File: src/rtl/rom_channel_arbiter.sv
`timescale 1ns/1ps
// rom_channel_arbiter
// Shares one slow external EPROM among NUM_CH client channels. Each channel
// keeps a one-entry cache (tag, tag_valid, data). A channel that is enabled and
// misses its cache requests an external access. Requests are served round-robin,
// one access of WAIT_CYCLES cycles at a time.
//
// Ports
//   clk_48m   in   sole clock, rising edge
//   rst_n     in   asynchronous active-low reset
//   ch_ce_n   in   [NUM_CH]         per-channel chip enable (active-low)
//   ch_oe_n   in   [NUM_CH]         per-channel output enable (active-low)
//   ch_addr   in   [NUM_CH*ADDR_W]  packed channel addresses
//   ch_data   out  [NUM_CH*DATA_W]  packed cached read data (registered)
//   ch_valid  out  [NUM_CH]         ch_data[i] matches the current ch_addr[i]
//   ext_addr  out  [CH_W+ADDR_W]    {channel index, channel address}
//   ext_cs_n  out  external chip select (active-low, registered)
//   ext_oe_n  out  external output enable (active-low, registered)
//   ext_data  in   [DATA_W]         external read data
//   busy      out  high while an external access is in progress
module rom_channel_arbiter #(
  parameter int NUM_CH      = 4,
  parameter int ADDR_W      = 15,
  parameter int DATA_W      = 8,
  parameter int WAIT_CYCLES = 3,
  localparam int CH_W       = (NUM_CH > 1) ? $clog2(NUM_CH) : 1
) (
  input  logic                     clk_48m,
  input  logic                     rst_n,
  input  logic [NUM_CH-1:0]        ch_ce_n,
  input  logic [NUM_CH-1:0]        ch_oe_n,
  input  logic [NUM_CH*ADDR_W-1:0] ch_addr,
  output logic [NUM_CH*DATA_W-1:0] ch_data,
  output logic [NUM_CH-1:0]        ch_valid,
  output logic [CH_W+ADDR_W-1:0]   ext_addr,
  output logic                     ext_cs_n,
  output logic                     ext_oe_n,
  input  logic [DATA_W-1:0]        ext_data,
  output logic                     busy
);

  typedef enum logic {
    ST_IDLE   = 1'b0,
    ST_ACCESS = 1'b1
  } state_t;

  localparam logic [3:0] CNT_LOAD = 4'(WAIT_CYCLES - 1);

  state_t                     state_r;
  state_t                     state_nxt_s;
  logic                       busy_r;
  logic [CH_W-1:0]            grant_r;
  logic [CH_W-1:0]            last_r;
  logic [3:0]                 cnt_r;
  logic [ADDR_W-1:0]          tag_r [NUM_CH];
  logic [NUM_CH-1:0]          tag_valid_r;
  logic [NUM_CH*DATA_W-1:0]   data_r;
  logic [CH_W+ADDR_W-1:0]     ext_addr_r;
  logic                       ext_cs_n_r;
  logic                       ext_oe_n_r;

  logic [NUM_CH-1:0]          hit_s;
  logic [NUM_CH-1:0]          req_s;
  logic                       pick_vld_s;
  logic [CH_W-1:0]            pick_s;
  logic [CH_W-1:0]            idx_s;
  logic [ADDR_W-1:0]          pick_addr_s;

  assign ch_data  = data_r;
  assign ext_addr = ext_addr_r;
  assign ext_cs_n = ext_cs_n_r;
  assign ext_oe_n = ext_oe_n_r;
  assign busy     = busy_r;

  // Cache hit, request and valid decode per channel.
  always_comb begin
    hit_s    = '0;
    req_s    = '0;
    ch_valid = '0;
    for (int i = 0; i < NUM_CH; i++) begin
      hit_s[i]    = tag_valid_r[i] & (ch_addr[i*ADDR_W +: ADDR_W] == tag_r[i]);
      req_s[i]    = ~ch_ce_n[i] & ~ch_oe_n[i] & ~hit_s[i];
      // The channel being refilled never shows valid while its access runs.
      ch_valid[i] = hit_s[i] & ~(busy_r & (grant_r == CH_W'(i)));
    end
  end

  // Round-robin pick: first requester after the last granted channel, wrapping.
  always_comb begin
    pick_vld_s = 1'b0;
    pick_s     = '0;
    idx_s      = '0;
    for (int k = 1; k <= NUM_CH; k++) begin
      idx_s = CH_W'((int'(last_r) + k) % NUM_CH);
      if (!pick_vld_s && req_s[idx_s]) begin
        pick_vld_s = 1'b1;
        pick_s     = idx_s;
      end else begin
        pick_vld_s = pick_vld_s;
      end
    end
    pick_addr_s = ch_addr[int'(pick_s)*ADDR_W +: ADDR_W];
  end

  // Next-state logic.
  always_comb begin
    state_nxt_s = state_r;
    case (state_r)
      ST_IDLE: begin
        if (pick_vld_s) begin
          state_nxt_s = ST_ACCESS;
        end else begin
          state_nxt_s = ST_IDLE;
        end
      end
      ST_ACCESS: begin
        if (cnt_r == 4'd0) begin
          state_nxt_s = ST_IDLE;
        end else begin
          state_nxt_s = ST_ACCESS;
        end
      end
      default: state_nxt_s = ST_IDLE;
    endcase
  end

  // State register and busy flag.
  always_ff @(posedge clk_48m or negedge rst_n) begin
    if (!rst_n) begin
      state_r <= ST_IDLE;
      busy_r  <= 1'b0;
    end else begin
      state_r <= state_nxt_s;
      busy_r  <= (state_nxt_s == ST_ACCESS);
    end
  end

  // Grant bookkeeping, external bus drive, wait counter and cache update.
  always_ff @(posedge clk_48m or negedge rst_n) begin
    if (!rst_n) begin
      grant_r     <= '0;
      last_r      <= CH_W'(NUM_CH - 1);
      cnt_r       <= 4'd0;
      tag_valid_r <= '0;
      data_r      <= '1;
      ext_addr_r  <= '0;
      ext_cs_n_r  <= 1'b1;
      ext_oe_n_r  <= 1'b1;
      for (int i = 0; i < NUM_CH; i++) begin
        tag_r[i] <= '0;
      end
    end else begin
      case (state_r)
        ST_IDLE: begin
          if (pick_vld_s) begin
            grant_r        <= pick_s;
            last_r         <= pick_s;
            tag_r[pick_s]  <= pick_addr_s;
            ext_addr_r     <= {pick_s, pick_addr_s};
            cnt_r          <= CNT_LOAD;
            ext_cs_n_r     <= 1'b0;
            ext_oe_n_r     <= 1'b0;
          end else begin
            ext_cs_n_r <= 1'b1;
            ext_oe_n_r <= 1'b1;
          end
        end
        ST_ACCESS: begin
          // ext_data is only trusted on the final access edge.
          if (cnt_r == 4'd0) begin
            data_r[int'(grant_r)*DATA_W +: DATA_W] <= ext_data;
            tag_valid_r[grant_r]                   <= 1'b1;
            ext_cs_n_r                             <= 1'b1;
            ext_oe_n_r                             <= 1'b1;
          end else begin
            cnt_r <= cnt_r - 4'd1;
          end
        end
        default: begin
          ext_cs_n_r <= 1'b1;
          ext_oe_n_r <= 1'b1;
        end
      endcase
    end
  end

endmodule

File: config.mk
export PLATFORM = sky130hd
export DESIGN_NAME = rom_channel_arbiter
export DESIGN_NICKNAME = d
export VERILOG_FILES = /design/src/rtl/rom_channel_arbiter.sv
export SDC_FILE = /design/constraint.sdc
export NUM_CORES = 1
export LEC_CHECK = 0
export BUFFER_PORTS_ARGS = -buffer_cell sky130_fd_sc_hd__buf_4
export CAP_MARGIN = 20
export CORE_ASPECT_RATIO = 0.75
export CORE_MARGIN = 2
export CORE_UTILIZATION = 53
export CTS_CLUSTER_DIAMETER = 50
export CTS_CLUSTER_SIZE = 12
export DETAILED_ROUTE_END_ITERATION = 8
export PLACE_DENSITY = 0.76
export SYNTH_ARGS = -nofsm -noshare
export SYNTH_HDL_FRONTEND = slang
export SYNTH_SLANG_ARGS = --single-unit
File: constraint.sdc
create_clock -name clk_48m -period 8.4 [get_ports clk_48m]
set_input_delay 0.84 -clock clk_48m [delete_from_list [all_inputs] [get_ports clk_48m]]
set_output_delay 0.84 -clock clk_48m [all_outputs]
set_load 0.005 [all_outputs]
# Word-level counts from Yosys, hierarchy flattened
# Index checks and enable logic that the tools add are counted.
[word_totals]
inputBits = 78
reg_bits = 123
output_inout_bits = 56
wordCells = 123
[classes]
n_shift = 3
magnitude_cmp = 8
muxes = 31
eq_ne = 10
add_sub_neg = 6
bitwise = 39
n_reduce_logical = 13
n_mul = 1
[op_table]
columns = ["cell", "count"]
rows = [
  ["$bwmux W60", 1],
  ["$eq A15 B15 Y1", 4],
  ["$shiftx A60 B7 Y15", 1],
  ["$neg A5 Y33", 1],
  ["$shift A8 B33 Y32 const A", 1],
  ["$shiftx A8 B33 Y32", 1],
  ["$bwmux W32", 1],
  ["$demux W15 S2", 1],
  ["$and A1 B1 Y1", 20],
  ["$not A1 Y1", 17],
  ["$lt A2 B3 Y1 const B", 5],
  ["$mux W15", 1],
  ["$mux W1", 13],
  ["$bmux W1 S2", 4],
  ["$mux W2", 4],
  ["$mux W4", 2],
  ["$pmux W4 S2", 1],
  ["$mul A2 B4 Y6 const B", 1],
  ["$reduce_and A2 Y1", 3],
  ["$logic_and A1 B1 Y1", 5],
  ["$add A2 B1 Y2 const B", 2],
  ["$add A2 B2 Y2 const B", 2],
  ["$eq A2 B2 Y1 const B", 2],
  ["$logic_not A4 Y1", 1],
  ["other kinds (13)", 17],
]

# Depth between registers and ports, before layout
[depth]
depth_word = 22
ltp_mapped = 12
mapped_depth_nobuf = 8

# Least setup slack after synthesis
# No wires, ideal clock.
[synth_path]
path_type = "in2reg"
from = "in ch_addr[21]"
to = "reg tag_r[37] (netlist bit)"
cell_stages = 11
required_time_ns = 8.272
setup_ns = 0.128
arrival_ns = 2.994
slack_ns = 5.278
path_buffers = 3
path_cell_list = "xnor2_1 -> nand4_1 -> or4_1 -> buf_2 -> a32oi_2 -> and2_1 -> buf_4 -> and2_4 -> buf_8 -> mux2_2 -> mux2_1"
[synth_between]
elab_chain_cells = 22
elab_cells_between_ends = 36
classes_between = "1 x mul; 2 x order compare; 1 x eq/ne; 1 x shift; 19 x mux; 4 x bitwise; 8 x reduce/logical"
[synth_lines]
columns = ["item", "line", "text"]
rows = [
  ["start: declaration", "32", "input logic [NUM_CH*ADDR_W-1:0] ch_addr,"],
  ["parallel branches: the longest is 22 deep, another holds $eq A15 B15 Y1", "-", ""],
  ["end signal: indexed assignment", "158", "tag_r[pick_s] <= pick_addr_s;"],
  ["end: declaration", "55", "logic [ADDR_W-1:0] tag_r [NUM_CH];"],
]
# Parallel ways; which one is timed is not known. The select of a mux whose other input is x is not followed.
# A chain may end at the register's enable or synchronous reset.

# Final worst setup path
[layout_path]
from = "in ch_addr[15]"
to = "reg tag_r[2] (netlist bit)"
# Same word-level chain as after synthesis.

==> impl_results.md <==
- Area contributors post-synth: dfrtp_1, dfstp_2, xnor2_1
- Row cnt: 34
- Slew HR: around a third
- Die Width: 131 µm
- Setup Crit Path Kind: primary input to flop
- NumNets Final: between 800 and 900
- CTS Buffer Depth: 2
- Worst Tran Pin Value: 991 ps
- Antenna-violating nets left: 0
- Buf/Inv on CP: 1
- Skew-Pair Late Insertion Delay: about 420 ps
- Layout Utilization: roughly 69%
- Crit. End Element: flop
- Htree depth: 4
- Yosys reg bits: between 100 and 150
- Largest stage delay, worst path: between 700 and 800 ps
- Top post-synthesis cells by count: dfrtp_1, nand2_1, o21ai_0, xnor2_1, mux2i_1
- Worst Path Required: 8670 ps
- Setup Buffers After CTS: 0
- First-pass GRT wire length: around 28000 µm
- # DRC: 0
- CP Launch Point: ch_addr[15]
- Clk pin slew, worst setup/hold paths: roughly 60 ps
- Reg2Reg Setup Slack: about 4800 ps
- Worst setup SP type: primary input
- Busiest grt layer: met1
- Total gr overflow: 0
- Worst Hold Class: primary input to async pin
- R2r startpoint: tag_r[30]$_DFFE_PN0P_
- CTS Buf Count: 17
- Setup TNS: 0 ps
- Final GP Congestion: just under 0.9
- CP cell instances: buf_4 > xnor2_1 > nand4_1 > or4_1 > nand2_1 > a41oi_2 > nand3_2 > or2_1 > o21ai_0
- Area share of the largest cell type after synthesis: 33.7%
- Hold-fix buffers, CTS: 0
- DP HPWL: roughly 13000 µm
- Met1 Use GR: approximately 43%
- Power per standard cell area: between 300 and 400 nW/µm²
- Worst R2R Path Depth: 8
- Crit path depth: 9
- Starting Density: 54.6%
- CTS resizes: 0
- Layout cells sized above 1: between 30% and 40%
- Critical path's slowest cell: or4_1
- Synthesized net count: 683
- Post-synthesis sequential area ratio: 48.1%
- Synth Instances: 596
- Layout Cells excl Fill: between 800 and 900
- Synthesized area per cell: 10.7 µm²
- Post-synthesis cell type count: 62
- Top delay family on crit path: simple AND/OR/NAND/NOR gates
- Clk Tree Root Cell: clkbuf_16
- # setup viols final: 0
- Worst reg2reg path endpoint: tag_r[2]$_DFFE_PN0P_
- Tot Pwr: around 3000 µW
- Crit-path max FO: 25
- CP Capture Point: tag_r[2]$_DFFE_PN0P_
- Final-report hold violation count: 0
- DR iter-0 viols: between 500 and 600
- Grt met2 use: between 40% and 50%
- CORE AREA: between 10000 and 15000 µm²
- IO Count: 134
- Leakage: about 0.0035 µW
- N_diodes: 0
- First-pass DRT Iterations: 7
- Worst vdd ir: between 150 and 200 µV
- Initial antenna violation count: 0
- RSZ-0062 raised after global routing: false
- Arrival time at the worst endpoint: between 3000 and 4000 ps
- Final period util: between 40 and 50%
- Synth async-reset ratio: between 90% and 100%
- Via count: between 5000 and 6000
- Yosys top cell by area: dfrtp_1
- Status: completed
- Total GRT Usage: 29.1%
- Cell Area, Placed: between 7000 and 8000 µm²
- Vias in the first global route: roughly 5200
- Post-synth EDFFs: 0
- Met3 usage: about 7%
- Clock Skew: 12.8 ps
- Aggregate routed wire length: ~18000 µm
- Wire length per cell: ~20 µm
- Die area: 13000 µm²
- Cell area after layout: 8050 µm²
- CTS tree: built
- Pin count of the biggest net entering global routing: 79
- Crit path time final: roughly 3700 ps
- Routed vias/inst: between 5 and 6
- Synth warn: 0
- Slew Limit Fails: 0
- Max_cap viols: 0
- Port bufs: approximately 130
- Die Span Y: between 90 and 100 µm
- Synthesized area: around 6400 µm²
- Fmax: 0.270 GHz
- Main synth FF type: dfrtp_1
- Post-placement cell count: 867
- Area Growth Syn to Fin: 25.9%
- CTS sink cnt: around 120
[kinds of logic after synthesis]
| logic type | after synthesis | share of synthesized area (%) |
|---|---|---|
| AOI/OAI and AO/OA | 137 | 14.1 |
| xor gates and xnor gates | 60 | 8.22 |
| adders and majority gates | 9 | 1.76 |
| buffers and inverters | 42 | 3.62 |
| DFF | 121 | 48.1 |
| muxes | 70 | 12.2 |
| and+or+nand+nor | 157 | 12.1 |
[worst register-to-register path, cell delays in order, from the launching register on]
cell	delay (ps)
dfrtp_1	390
xnor2_1	260
nand4_1	150
or4_1	730
nand2_1	190
a41oi_2	450
nand3_2	570
or2_1	490
o21ai_0	190
[report_power, final]
group | switching, µW | total, µW | internal, µW
clock network | 280 | 746 | 466
registers | 221 | 1140 | 919
logic | 524 | 1060 | 533
[worst min-delay path by stage]
stage / slack, ps / startpoint / cells after the start / to
2_1_floorplan: 440 / tag_valid_r[1]$_DFFE_PN0P_ / 1 / tag_valid_r[1]$_DFFE_PN0P_
3_3_place_gp: 470 / ch_data[3]$_DFFE_PN1P_ / 2 / ch_data[3]$_DFFE_PN1P_
3_5_place_dp: 470 / ch_data[8]$_DFFE_PN1P_ / 2 / ch_data[8]$_DFFE_PN1P_
4_1_cts: 430 / rst_n / 1 / ext_addr[8]$_DFFE_PN0P_
5_1_grt: 460 / rst_n / 1 / ext_addr[11]$_DFFE_PN0P_
6_report: 420 / rst_n / 1 / ext_addr[11]$_DFFE_PN0P_
[area by class of cell]
cell class / count / area, µm²
repair buffers: 136 / 1020
multi-input cells: 433 / 3090
well taps: 162 / 203
clock inverters: 15 / 176
clock buffers: 17 / 425
flip-flops and latches: 121 / 3070
fillers: 854 / 3650
inverters: 15 / 56.3
[cells in the final DEF, fill, tap and decap left out, types with 4 or more instances in the layout]
cell	Yosys	final
buf_4	4	135
nand2_1	86	86
dfrtp_1	86	86
o21ai_0	64	64
xnor2_1	60	60
mux2i_1	37	37
dfstp_2	35	35
nand4_1	18	18
nor2_1	18	18
clkbuf_16	0	17
mux2_2	16	16
inv_1	15	15
a21oi_1	14	14
o221ai_1	10	10
mux2_4	10	10
a21boi_0	9	9
ha_1	9	9
mux2_1	7	7
a31oi_1	7	7
o21ai_1	5	5
a2111oi_0	5	5
a211oi_1	5	5
clkinvlp_4	0	5
nor3b_1	4	4
nor3_1	4	4
[layer usage]
metal | routed length [µm] | part of all wire, %
met1 | 8080 | 45
met5 | 0 | 0
met3 | 1550 | 8.5
met4 | 347 | 1.9
met2 | 8150 | 45
[state kept, by name, summed over array words and instances, names as in the netlist]
name,flops
busy,1
ch_data,32
cnt_r,4
ext_addr,15
ext_cs_n,1
grant_r,2
last_r,2
tag_r,60
tag_valid_r,4
[through the flow]
stage | setup slack [ps] | hold slack, ps
final | 4690 | 417
after global routing | 4480 | 463
after CTS | 4810 | 432
after detailed placement | 4360 | 475
after global placement | 4280 | 468
after floorplan | 5280 | 441
Note: power is estimated with default switching activity, not from simulation.
